File: src/rtl/pipe_hazard_if.sv
// Status and control bundle between the pipeline datapath and the hazard sequencer.
// master = datapath side (drives stage status), slave = sequencer (drives controls).
interface pipe_hazard_if;
  logic       id_valid;
  logic [3:0] id_opcode;
  logic [3:0] id_rs;
  logic [3:0] id_rt;
  logic       id_r0read;
  logic       id_r1read;
  logic       ex_memread;
  logic [3:0] ex_dst;
  logic       mem_branch_taken;
  logic       wb_ret;
  logic       dmem_busy;

  logic       pc_we;
  logic [1:0] pc_sel;
  logic       if_id_we;
  logic       id_ex_we;
  logic       ex_mem_we;
  logic       mem_wb_we;
  logic       if_id_flush;
  logic       id_ex_flush;
  logic       ex_mem_flush;
  logic       stall;
  logic       halted;

  modport master (
    output id_valid, id_opcode, id_rs, id_rt, id_r0read, id_r1read,
           ex_memread, ex_dst, mem_branch_taken, wb_ret, dmem_busy,
    input  pc_we, pc_sel, if_id_we, id_ex_we, ex_mem_we, mem_wb_we,
           if_id_flush, id_ex_flush, ex_mem_flush, stall, halted
  );

  modport slave (
    input  id_valid, id_opcode, id_rs, id_rt, id_r0read, id_r1read,
           ex_memread, ex_dst, mem_branch_taken, wb_ret, dmem_busy,
    output pc_we, pc_sel, if_id_we, id_ex_we, ex_mem_we, mem_wb_we,
           if_id_flush, id_ex_flush, ex_mem_flush, stall, halted
  );
endinterface

File: src/rtl/pipe_hazard_ctrl.sv
// Pipeline sequencer: load-use stall, CALL/RET redirect, branch squash, HLT drain, dmem freeze.
// Per-cycle controls are combinational from state and inputs; only state, cnt and halted are flops.
module pipe_hazard_ctrl #(
  parameter int unsigned DRAIN_CYCLES = 3
) (
  input  logic         clk,
  input  logic         rst,
  pipe_hazard_if.slave bus
);

  typedef enum logic [1:0] {RUN, RET_WAIT, DRAIN, HALTED} state_t;

  localparam logic [3:0] OP_CALL = 4'hD;
  localparam logic [3:0] OP_RET  = 4'hE;
  localparam logic [3:0] OP_HLT  = 4'hF;

  localparam logic [1:0] SEL_INC  = 2'b00;
  localparam logic [1:0] SEL_CALL = 2'b01;
  localparam logic [1:0] SEL_BR   = 2'b10;
  localparam logic [1:0] SEL_RET  = 2'b11;

  state_t     state, state_n;
  logic [2:0] cnt, cnt_n;
  logic       halted_q;
  logic       load_use;

  assign load_use = bus.id_valid && bus.ex_memread && (bus.ex_dst != 4'd0) &&
                    ((bus.id_r0read && (bus.id_rs == bus.ex_dst)) ||
                     (bus.id_r1read && (bus.id_rt == bus.ex_dst)));

  always_comb begin
    // NOTE: every output and next-state value gets a default first so no path can infer a latch.
    bus.pc_we        = 1'b1;
    bus.pc_sel       = SEL_INC;
    bus.if_id_we     = 1'b1;
    bus.id_ex_we     = 1'b1;
    bus.ex_mem_we    = 1'b1;
    bus.mem_wb_we    = 1'b1;
    bus.if_id_flush  = 1'b0;
    bus.id_ex_flush  = 1'b0;
    bus.ex_mem_flush = 1'b0;
    bus.stall        = 1'b0;
    state_n          = state;
    cnt_n            = cnt;

    if (rst || (!bus.dmem_busy && state == HALTED)) begin
      bus.pc_we     = 1'b0;
      bus.if_id_we  = 1'b0;
      bus.id_ex_we  = 1'b0;
      bus.ex_mem_we = 1'b0;
      bus.mem_wb_we = 1'b0;
    end else if (bus.dmem_busy) begin
      bus.pc_we     = 1'b0;
      bus.if_id_we  = 1'b0;
      bus.id_ex_we  = 1'b0;
      bus.ex_mem_we = 1'b0;
      bus.mem_wb_we = 1'b0;
      bus.stall     = 1'b1;
    end else if (bus.mem_branch_taken) begin
      // Anything younger than the branch (including a pending RET/HLT) is squashed.
      bus.pc_sel       = SEL_BR;
      bus.if_id_flush  = 1'b1;
      bus.id_ex_flush  = 1'b1;
      bus.ex_mem_flush = 1'b1;
      state_n          = RUN;
    end else begin
      unique case (state)
        RUN: begin
          if (load_use) begin
            bus.pc_we       = 1'b0;
            bus.if_id_we    = 1'b0;
            bus.id_ex_flush = 1'b1;
            bus.stall       = 1'b1;
          end else if (bus.id_valid) begin
            unique case (bus.id_opcode)
              OP_CALL: begin
                bus.pc_sel      = SEL_CALL;
                bus.if_id_flush = 1'b1;
              end
              OP_RET: begin
                bus.pc_we       = 1'b0;
                bus.if_id_flush = 1'b1;
                state_n         = RET_WAIT;
              end
              OP_HLT: begin
                bus.pc_we       = 1'b0;
                bus.if_id_flush = 1'b1;
                cnt_n           = 3'(DRAIN_CYCLES - 1);
                state_n         = DRAIN;
              end
              default: ;
            endcase
          end
        end
        RET_WAIT: begin
          bus.if_id_flush = 1'b1;
          if (bus.wb_ret) begin
            bus.pc_sel = SEL_RET;
            state_n    = RUN;
          end else begin
            bus.pc_we = 1'b0;
          end
        end
        DRAIN: begin
          bus.pc_we       = 1'b0;
          bus.if_id_flush = 1'b1;
          if (cnt == 3'd0) state_n = HALTED;
          else             cnt_n   = cnt - 3'd1;
        end
        default: ;
      endcase
    end
  end

  always_ff @(posedge clk or posedge rst) begin
    if (rst) begin
      state    <= RUN;
      cnt      <= 3'd0;
      halted_q <= 1'b0;
    end else begin
      // NOTE: sequential state uses non-blocking assignments so all flops update together at the edge.
      state    <= state_n;
      cnt      <= cnt_n;
      halted_q <= (state_n == HALTED);
    end
  end

  assign bus.halted = halted_q;

endmodule

File: src/flat_wrapper.sv
// flat-port wrapper written by rule: the top's interface ports become plain ports
module pipe_hazard_ctrl_flat 
#(
  parameter int unsigned DRAIN_CYCLES = 3
)
  (clk, rst, bus_id_valid, bus_id_opcode, bus_id_rs, bus_id_rt, bus_id_r0read, bus_id_r1read, bus_ex_memread, bus_ex_dst, bus_mem_branch_taken, bus_wb_ret, bus_dmem_busy, bus_pc_we, bus_pc_sel, bus_if_id_we, bus_id_ex_we, bus_ex_mem_we, bus_mem_wb_we, bus_if_id_flush, bus_id_ex_flush, bus_ex_mem_flush, bus_stall, bus_halted);
  pipe_hazard_if bus_i ();
  input  logic clk;
  input  logic rst;
  input wire logic [$bits(bus_i.id_valid)-1:0] bus_id_valid;
  input wire logic [$bits(bus_i.id_opcode)-1:0] bus_id_opcode;
  input wire logic [$bits(bus_i.id_rs)-1:0] bus_id_rs;
  input wire logic [$bits(bus_i.id_rt)-1:0] bus_id_rt;
  input wire logic [$bits(bus_i.id_r0read)-1:0] bus_id_r0read;
  input wire logic [$bits(bus_i.id_r1read)-1:0] bus_id_r1read;
  input wire logic [$bits(bus_i.ex_memread)-1:0] bus_ex_memread;
  input wire logic [$bits(bus_i.ex_dst)-1:0] bus_ex_dst;
  input wire logic [$bits(bus_i.mem_branch_taken)-1:0] bus_mem_branch_taken;
  input wire logic [$bits(bus_i.wb_ret)-1:0] bus_wb_ret;
  input wire logic [$bits(bus_i.dmem_busy)-1:0] bus_dmem_busy;
  output wire logic [$bits(bus_i.pc_we)-1:0] bus_pc_we;
  output wire logic [$bits(bus_i.pc_sel)-1:0] bus_pc_sel;
  output wire logic [$bits(bus_i.if_id_we)-1:0] bus_if_id_we;
  output wire logic [$bits(bus_i.id_ex_we)-1:0] bus_id_ex_we;
  output wire logic [$bits(bus_i.ex_mem_we)-1:0] bus_ex_mem_we;
  output wire logic [$bits(bus_i.mem_wb_we)-1:0] bus_mem_wb_we;
  output wire logic [$bits(bus_i.if_id_flush)-1:0] bus_if_id_flush;
  output wire logic [$bits(bus_i.id_ex_flush)-1:0] bus_id_ex_flush;
  output wire logic [$bits(bus_i.ex_mem_flush)-1:0] bus_ex_mem_flush;
  output wire logic [$bits(bus_i.stall)-1:0] bus_stall;
  output wire logic [$bits(bus_i.halted)-1:0] bus_halted;
  assign bus_i.id_valid = bus_id_valid;
  assign bus_i.id_opcode = bus_id_opcode;
  assign bus_i.id_rs = bus_id_rs;
  assign bus_i.id_rt = bus_id_rt;
  assign bus_i.id_r0read = bus_id_r0read;
  assign bus_i.id_r1read = bus_id_r1read;
  assign bus_i.ex_memread = bus_ex_memread;
  assign bus_i.ex_dst = bus_ex_dst;
  assign bus_i.mem_branch_taken = bus_mem_branch_taken;
  assign bus_i.wb_ret = bus_wb_ret;
  assign bus_i.dmem_busy = bus_dmem_busy;
  assign bus_pc_we = bus_i.pc_we;
  assign bus_pc_sel = bus_i.pc_sel;
  assign bus_if_id_we = bus_i.if_id_we;
  assign bus_id_ex_we = bus_i.id_ex_we;
  assign bus_ex_mem_we = bus_i.ex_mem_we;
  assign bus_mem_wb_we = bus_i.mem_wb_we;
  assign bus_if_id_flush = bus_i.if_id_flush;
  assign bus_id_ex_flush = bus_i.id_ex_flush;
  assign bus_ex_mem_flush = bus_i.ex_mem_flush;
  assign bus_stall = bus_i.stall;
  assign bus_halted = bus_i.halted;
  pipe_hazard_ctrl #(.DRAIN_CYCLES(DRAIN_CYCLES)) u_core (.clk(clk), .rst(rst), .bus(bus_i));
endmodule
File: config.mk
export PLATFORM = sky130hd
export DESIGN_NAME = pipe_hazard_ctrl_flat
export DESIGN_NICKNAME = d
export VERILOG_FILES = /design/src/rtl/pipe_hazard_if.sv /design/src/rtl/pipe_hazard_ctrl.sv /design/src/flat_wrapper.sv
export SDC_FILE = /design/constraint.sdc
export NUM_CORES = 1
export LEC_CHECK = 0
export BUFFER_PORTS_ARGS = -buffer_cell sky130_fd_sc_hd__buf_2
export CORE_UTILIZATION = 40
export CTS_CLUSTER_DIAMETER = 100
export DETAILED_ROUTE_END_ITERATION = 10
export PLACE_DENSITY = 0.75
export SYNTH_ARGS = -nofsm -noshare
export SYNTH_HDL_FRONTEND = slang
export SYNTH_SLANG_ARGS = --single-unit
File: constraint.sdc
create_clock -name clk -period 2.65 [get_ports clk]
set_clock_uncertainty 0.1 [all_clocks]
set_input_delay 0.3975 -clock clk [delete_from_list [all_inputs] [get_ports clk]]
set_output_delay 0.3975 -clock clk [all_outputs]
set_load 0.02 [all_outputs]
==> results.txt, run 1 <==
- Summed over all cells, the static leakage comes to 0.520 nW.
* Number of nets with antenna violations after routing: 0
- Summing all non-filler instances in the final layout gives an area of 1020 um^2.
- The average instance in the mapped netlist occupies 8.21 um^2.
- Count of different cell masters after synthesis: 46
* Yosys reg bits: 6
* Total nets after synthesis: 132
* Core area: ~1800 um^2
- Worst Setup End Kind: output port
- Initial antenna violation count: 0
- Clock tree synthesis selected as its root buffer the cell sky130_fd_sc_hd__clkbuf_4.
- Headroom to the max-slew limit came out at between 70% and 80%.
- For this design, the slowest cell found on the critical path is sky130_fd_sc_hd__dlygate4sd3_1.
* Worst path cell trace: dlygate4sd3_1 -> buf_2 -> or3_1 -> a221oi_1 -> buf_2
- Total routing resource utilization after global routing: a little over a fifth
- Final sum of negative setup slack: 0 ns
- The count of final max-slew check failures was 0.
- Power per Cell Area: about 680 nW/um^2
- The Yosys step of the flow raised 0 warnings.
- EDFF count, synth: 0
- The hold violation count in the final report came to 0.
* Multi-input combinational cell area: 587 um^2
- Layout cells sized above 1: a little under two fifths
* Filler Cells Inserted: ~190
- Clock buffers created by TritonCTS: 3
- RePlAce Congestion: 0.841
- Top-level I/O count: 37
- IO Port Bufs: 36
- Fmax achieved: about 400 MHz
- Entering global routing, the biggest net connects 10 pins.
- Setup Buffers After CTS: 0
* CTS tree: built
* Total Nets Final: 169
* Worst-skew pair later-pin latency: between 0.2 and 0.3 ns
* Wire length per cell after detailed routing: 12.6 um
- Maximum VDD drop: about 0.00051 V
* Tmin final: ~2.5 ns
- For the worst flop-to-flop path, the logic depth is 8.
- Via count of the first global-routing pass: between 700 and 800
* Kind of path behind the tightest hold check: flip-flop to flip-flop
* Initial standard-cell utilization of the core: about 45%
- Clock-pin transition on the worst setup and hold timing paths: roughly 0.05 ns
- Final Setup Violations: 0
* Crit path max fanout: 9
* Die footprint: roughly 2200 um^2
* CP dominant cell by count: sky130_fd_sc_hd__buf_2
- Across the whole layout, storage elements account for 150 um^2.
- The detailed router placed ~850 vias in this run.
- Signal arrival time at the worst endpoint: around 2 ns
- Synthesis produced a little under 100 cells.
* Mapped Area: 813 um^2
- Critical path start-end classification: input pin to output port
* Startpoint kind of the worst setup timing path: input pin
- Share of synthesized area occupied by flip-flops and latches: 18.5%
* Total wire length after detailed routing: between 1500 and 2000 um
* Routed vias/inst: ~5.3
- The most used flip-flop cell after synthesis is sky130_fd_sc_hd__dfrtp_1.
- First-pass iteration count of the detailed router: 4
- Delay-heaviest family, CP: buffers and inverters
* Leading cell types in the layout, fill and taps excluded: sky130_fd_sc_hd__buf_2, sky130_fd_sc_hd__inv_1, sky130_fd_sc_hd__nor2_1, sky130_fd_sc_hd__ha_1
- Counting along the longest clock path gives a buffer depth of 2.
* RSZ-0062 raised after global routing: false
* Site row count: 15
- CTS built an H-tree with a depth of 1.
* Capturing element of the worst setup path: bus_if_id_flush
* Diodes inserted: 0
- Leaving out fill and tap cells, the most frequent cell in the layout is sky130_fd_sc_hd__buf_2.
* Buffer and inverter count on the worst path: 3
- The critical path runs through a total of 5 cells.
* Actual transition at the worst max-transition pin: between 0.4 and 0.5 ns
- Compared with the post-synthesis result, the final layout area differs by 25.4%.
- In the synthesized netlist the async set-or-reset flop fraction comes to 100%.
- The placed instances occupy a cell area of between 900 and 1000 um^2.
- Endpoint of the most critical register-to-register path: u_core.bus.halted
- Count of unresolved DRC violations after routing: 0
- Chip width: around 47 um
- The detailed router finished its first iteration with 13 violations.
- Maximum single-stage delay on the critical path: 0.53 ns
- The first global-routing pass estimated 3330 um of wire.
* Outcome: completed
* Startpoint of the worst-slack reg-to-reg timing path: u_core.state[0]
- Max-Cap Viols: 0
- The die is 47.1 um tall.
- Final critical-path share of the clock period: slightly above 90%
- The setup check on the worst reg-to-reg path leaves a slack of roughly 0.34 ns.
- Total congestion overflow: 0
- CTS sink cnt: 6
- Required time of the critical path: roughly 2.2 ns
- Sum of net half-perimeters after detailed placement: between 1500 and 2000 um
* Worst setup path start: rst
cell families (layout without fill, tap and decap cells):
family | count (synthesis) | in the layout | synth area share (%)
buffers and inverters | 15 | 50 | 10.6
DFF | 6 | 6 | 18.5
xor gates and xnor gates | 8 | 8 | 8.62
AOI/OAI and AO/OA | 26 | 26 | 23.7
and+or+nand+nor | 36 | 36 | 26.3
adders and majority gates | 8 | 8 | 12.3
cell usage after synthesis, types with 2 or more instances:
| library cell | count | area, um^2 |
|---|---|---|
| sky130_fd_sc_hd__a21oi_1 | 5 | 25.0 |
| sky130_fd_sc_hd__and3_1 | 2 | 12.5 |
| sky130_fd_sc_hd__buf_4 | 2 | 15.0 |
| sky130_fd_sc_hd__buf_6 | 2 | 22.5 |
| sky130_fd_sc_hd__dfrtp_1 | 6 | 150 |
| sky130_fd_sc_hd__ha_1 | 8 | 100 |
| sky130_fd_sc_hd__inv_1 | 8 | 30.0 |
| sky130_fd_sc_hd__nand2_1 | 6 | 22.5 |
| sky130_fd_sc_hd__nand4_2 | 2 | 25.0 |
| sky130_fd_sc_hd__nor2_1 | 7 | 26.3 |
| sky130_fd_sc_hd__nor2b_1 | 3 | 18.8 |
| sky130_fd_sc_hd__nor3_1 | 2 | 10.0 |
| sky130_fd_sc_hd__nor3_2 | 2 | 20.0 |
| sky130_fd_sc_hd__o2111ai_1 | 2 | 17.5 |
| sky130_fd_sc_hd__o211a_1 | 2 | 20.0 |
| sky130_fd_sc_hd__o21a_1 | 2 | 15.0 |
| sky130_fd_sc_hd__o21ai_0 | 2 | 10.0 |
| sky130_fd_sc_hd__o21ai_1 | 2 | 10.0 |
| sky130_fd_sc_hd__xnor2_1 | 2 | 17.5 |
| sky130_fd_sc_hd__xor2_1 | 6 | 52.6 |
state kept, by name (all words and copies together) (netlist names):
| signal | flops |
|---|---|
| u_core.state | 2 |
| u_core.cnt | 3 |
| u_core.bus.halted | 1 |
power breakdown:
group          switching, mW  internal (mW)
combinational          0.265          0.178
sequential            0.0409          0.127
clock                 0.0343         0.0513
routing by layer:
| layer | share of wire (%) | up-vias | track usage [%] | wire [um] |
|---|---|---|---|---|
| met3 | 3.1 | 2 | 4.62 | 62 |
| met5 | 0 | - | 0 | 0 |
| met4 | 0.60 | 0 | 4.57 | 12 |
| met1 | 48 | 403 | 27.1 | 965 |
| li1 | - | 424 | - | - |
| met2 | 48 | 20 | 36.4 | 958 |
final cells by class:
type / instances / share of cell area (%)
Multi-Input combinational cell: 78 / 57.5
Timing Repair Buffer: 37 / 18.7
Sequential cell: 6 / 14.7
Inverter: 10 / 3.80
Tap cell: 25 / 3.07
Clock buffer: 3 / 2.21
how the worst min path moves through the flow:
stage,start,endpoint,cells after the start
2_1_floorplan,rst,u_core.bus.halted,1
6_report,u_core.cnt[2],u_core.cnt[2],2
5_1_grt,u_core.cnt[2],u_core.cnt[2],2
3_5_place_dp,rst,u_core.cnt[2],2
4_1_cts,u_core.cnt[0],u_core.cnt[0],2
3_3_place_gp,rst,u_core.cnt[2],2
what timing repair did:
item	CTS	global route
hold buffers	1	0
resized for setup	0	4
endpoints found under the hold margin	6	0
endpoints found under the setup margin	0	2
metrics by stage:
step | total power [mW] | setup slack [ns] | cells | hold WS [ns] | utilization (%)
final | 0.697 | 0.174 | 159 | 0.421 | 56.0
after global routing | 0.762 | 0.0329 | 159 | 0.449 | 56.0
after CTS | 0.688 | 0.0291 | 159 | 0.424 | 55.5
after detailed placement | 0.599 | 0.188 | 155 | 0.241 | 53.7
after global placement | 0.582 | 0.264 | 155 | 0.241 | 53.7
after floorplan | 0.487 | 0.314 | 99 | 0.0885 | -
tightest hold or removal path: stages (launching register included):
cell,delay (ns)
sky130_fd_sc_hd__dfrtp_1,0.35
sky130_fd_sc_hd__o31ai_1,0.07
sky130_fd_sc_hd__o21ai_1,0.06
(Power assumes the default switching activity.)
==> run 2, diff against run 1 <==
BUFFER_PORTS_ARGS = default   (was -buffer_cell sky130_fd_sc_hd__buf_2)
DONT_BUFFER_PORTS = 1   (was default)
PLACE_DENSITY = 0.59   (was 0.75)
==> run 2 against run 1 <==
Global-route usage is 4.1 points lower. Cell area fell by 14%. Count of clock-buffer cells in the layout stayed put. Worst hold slack worse by 0.16 ns. Sequential share of layout area is 2.5 points higher. Highest routed layer unchanged. Critical path depth fell by 1. Final cell count decreased by 19%. Via count down 9.8%. Power shrank 4.5%. Largest cell class unchanged. Flip-flop and latch count unchanged.
==> results.txt, run 2 (synthesized netlist as in run 1, its figures left out) <==
- Fin. max-slew vios: 0 (unchanged)
- Number of buffers on the longest clock path: 2 (unchanged)
- The achievable frequency was 410 MHz (+1.6%).
- The count of TritonRoute iterations in the first routing pass is 4 (unchanged).
* First DRT Iteration DRCs: 9 (-4)
- Final critical-path share of the clock period: 92.0% (-1.5 points)
* Top-level I/O count: 37 (unchanged)
- The number of flip-flops in the largest register came to 3 (unchanged).
* Max-Cap Viols: 0 (unchanged)
- TritonCTS built the clock tree.
- The global-route wire length before repair is 2640 um (-21%).
- Core area: 1820 um^2 (unchanged)
* Layout cells sized above 1: 18.4% (-20 points)
* RePlAce Congestion: 0.817 (-2.8%)
- Outcome: completed
- The library cell used most frequently in the layout, excluding fill and tap cells, is sky130_fd_sc_hd__inv_1.
* Worst-skew pair later-pin latency: 0.25 ns (about the same)
- The worst hold-check slack came to 0.258 ns (-0.163 ns).
* Number of nets with antenna violations after routing: 0 (unchanged)
- CTS HTree Levels: 1 (unchanged)
- The worst setup path is captured at an output port.
* Crit path max fanout: 9 (unchanged)
- The minimum period implied by the final worst setup slack is 2.44 ns (-0.0393 ns).
- Area overhead of the layout relative to synthesis: 7.38%
- The critical path is of the flip-flop to output port type.
- Clock-pin transition on the worst setup and hold timing paths: 0.04 ns (about the same)
- Setup repair after global routing left no endpoint under its margin.
* Routed vias/inst: 5.98 (+12%)
- Total routing resource utilization after global routing: 17.0% (-4.1 points)
- The slowest stage of the critical path is the sky130_fd_sc_hd__or3_1 cell.
- Startpoint of the worst-slack reg-to-reg timing path: u_core.state[1]
* Site row count: 15 (unchanged)
- The maximum number of pins on one net before global-route repair was 10 (unchanged).
- The peak per-stage delay on the critical path came to 0.52 ns (about the same).
- Final cell utilization of the core: 48.0% (-8.0 points)
* Post-route cell area: 873 um^2 (-14%)
- The number of sinks handled by clock tree synthesis was 6 (unchanged).
- The arrival time at the worst endpoint is 1.94 ns (-0.04 ns).
- Placement Cell Area: 835 um^2 (-15%)
- Diodes inserted: 0 (unchanged)
* Register with the highest flop count: u_core.cnt
- Die footprint: 2220 um^2 (unchanged)
- The slew at the pin with the worst max-slew slack was 0.400 ns (-0.00756 ns).
- Critical hold path startpoint: bus_mem_branch_taken
- The number of fill cells in the layout was 189 (+2.2%).
* Worst reg2reg path depth: 8 (unchanged)
* Total congestion overflow: 0 (unchanged)
- Die outline height: 47.1 um (unchanged)
- Startpoint kind of the worst setup timing path: flip-flop
- The number of clock buffers inserted by TritonCTS was 3 (unchanged).
- The static leakage is 0.390 nW (-25%).
- The post-route setup TNS is 0 ns (unchanged).
- In the layout the commonest cells are sky130_fd_sc_hd__inv_1, sky130_fd_sc_hd__ha_1.
* IO Port Bufs: 0 (-100%)
- Final Setup Violations: 0 (unchanged)
- Wire length per cell after detailed routing: 14.3 um (+14%)
- Worst path cell trace: ha_1 -> or3_1 -> a221oi_1 -> buf_4
- Total wire length after detailed routing: 1830 um (-8.3%)
* Final-report hold violation count: 0 (unchanged)
- Initial standard-cell utilization of the core: 44.7% (unchanged)
* CTS root buffer: sky130_fd_sc_hd__clkbuf_4
- Power per Cell Area: 762 nW/um^2 (+12%)
* Kind of path behind the tightest hold check: input pin to flip-flop
- Via count of the first global-routing pass: 660 (-13%)
- Maximum VDD drop: 0.000436 V (-15%)
- Hold Crit Endpoint: u_core.state[1]
* Chip width: 47.1 um (unchanged)
- The endpoint identified for the worst register-to-register timing path is u_core.bus.halted.
* Slew headroom: 73.0% (+0.51 points)
- Number of cells on the worst hold path: 2 (unchanged)
* Count of unresolved DRC violations after routing: 0 (unchanged)
- The via count of the routed design came to 766 (-9.8%).
- The initial antenna violation count was 0 (unchanged).
- The reg-to-reg setup timing slack is 0.38 ns (+0.04 ns).
* Sum of net half-perimeters after detailed placement: 1440 um (-11%)
- The number of nets in the finished design came to 138 (-18%).
* Required time of the critical path: 2.15 ns (about the same)
-- run 2: through the flow --
step / setup WS, ns / instances / total power [mW]
floorplan: 0.314 / 99 / 0.487
global placement: 0.334 / 124 / 0.559
detailed placement: 0.298 / 124 / 0.568
CTS: 0.0585 / 128 / 0.663
global route: 0.0446 / 128 / 0.730
finish: 0.213 / 128 / 0.666
-- run 2: area by class of cell --
type / count / area (um^2) / area share [%]
flip-flops and latches: 6 / 150 / 17.2
inverters: 10 / 38.8 / 4.44
multi-input cells: 78 / 583 / 66.8
clock buffers: 3 / 22.5 / 2.58
well taps: 25 / 31.3 / 3.58
repair buffers: 6 / 47.5 / 5.44
-- run 2: report_power, final --
| part | switching [mW] | internal (mW) | total (mW) |
|---|---|---|---|
| sequential | 0.0478 | 0.127 | 0.175 |
| clock | 0.0357 | 0.0514 | 0.0871 |
| combinational | 0.242 | 0.161 | 0.403 |
| total | 0.325 | 0.340 | 0.666 |
-- run 2: worst max path at each step --
stage | cells after the start | start | slack (ns) | endpoint
after global routing | 6 | u_core.state[0] | 0.04 | bus_stall
after detailed placement | 7 | bus_ex_dst[0] | 0.30 | bus_if_id_flush
after floorplan | 7 | bus_ex_dst[0] | 0.31 | bus_if_id_flush
after CTS | 6 | u_core.state[0] | 0.06 | bus_stall
final | 4 | u_core.state[1] | 0.21 | bus_if_id_flush
after global placement | 7 | bus_ex_dst[0] | 0.33 | bus_if_id_flush
-- run 2: worst max-delay path, delay by kind of cell (launching register included) --
| kind | cells | cell delay, ns |
|---|---|---|
| flops | 1 | 0.47 |
| compound gates | 1 | 0.27 |
| fa+ha+maj | 1 | 0.25 |
| buf+inv | 1 | 0.19 |
| simple gates | 1 | 0.52 |
-- run 2: what timing repair did --
action	in CTS	in global routing
endpoints found under the setup margin	0	1
setup buffers	0	0
endpoints found under the hold margin	6	0
hold buffers	1	0
resized for setup	0	3
-- run 2: routing by layer --
metal	wire length (um)	share of wire, %	vias to the layer above	track usage [%]
met2	859	47	38	28.6
met4	12	0.65	0	5.14
li1	-	-	364	-
met5	0	0	-	0
met3	143	7.8	2	5.77
met1	818	45	362	20.6
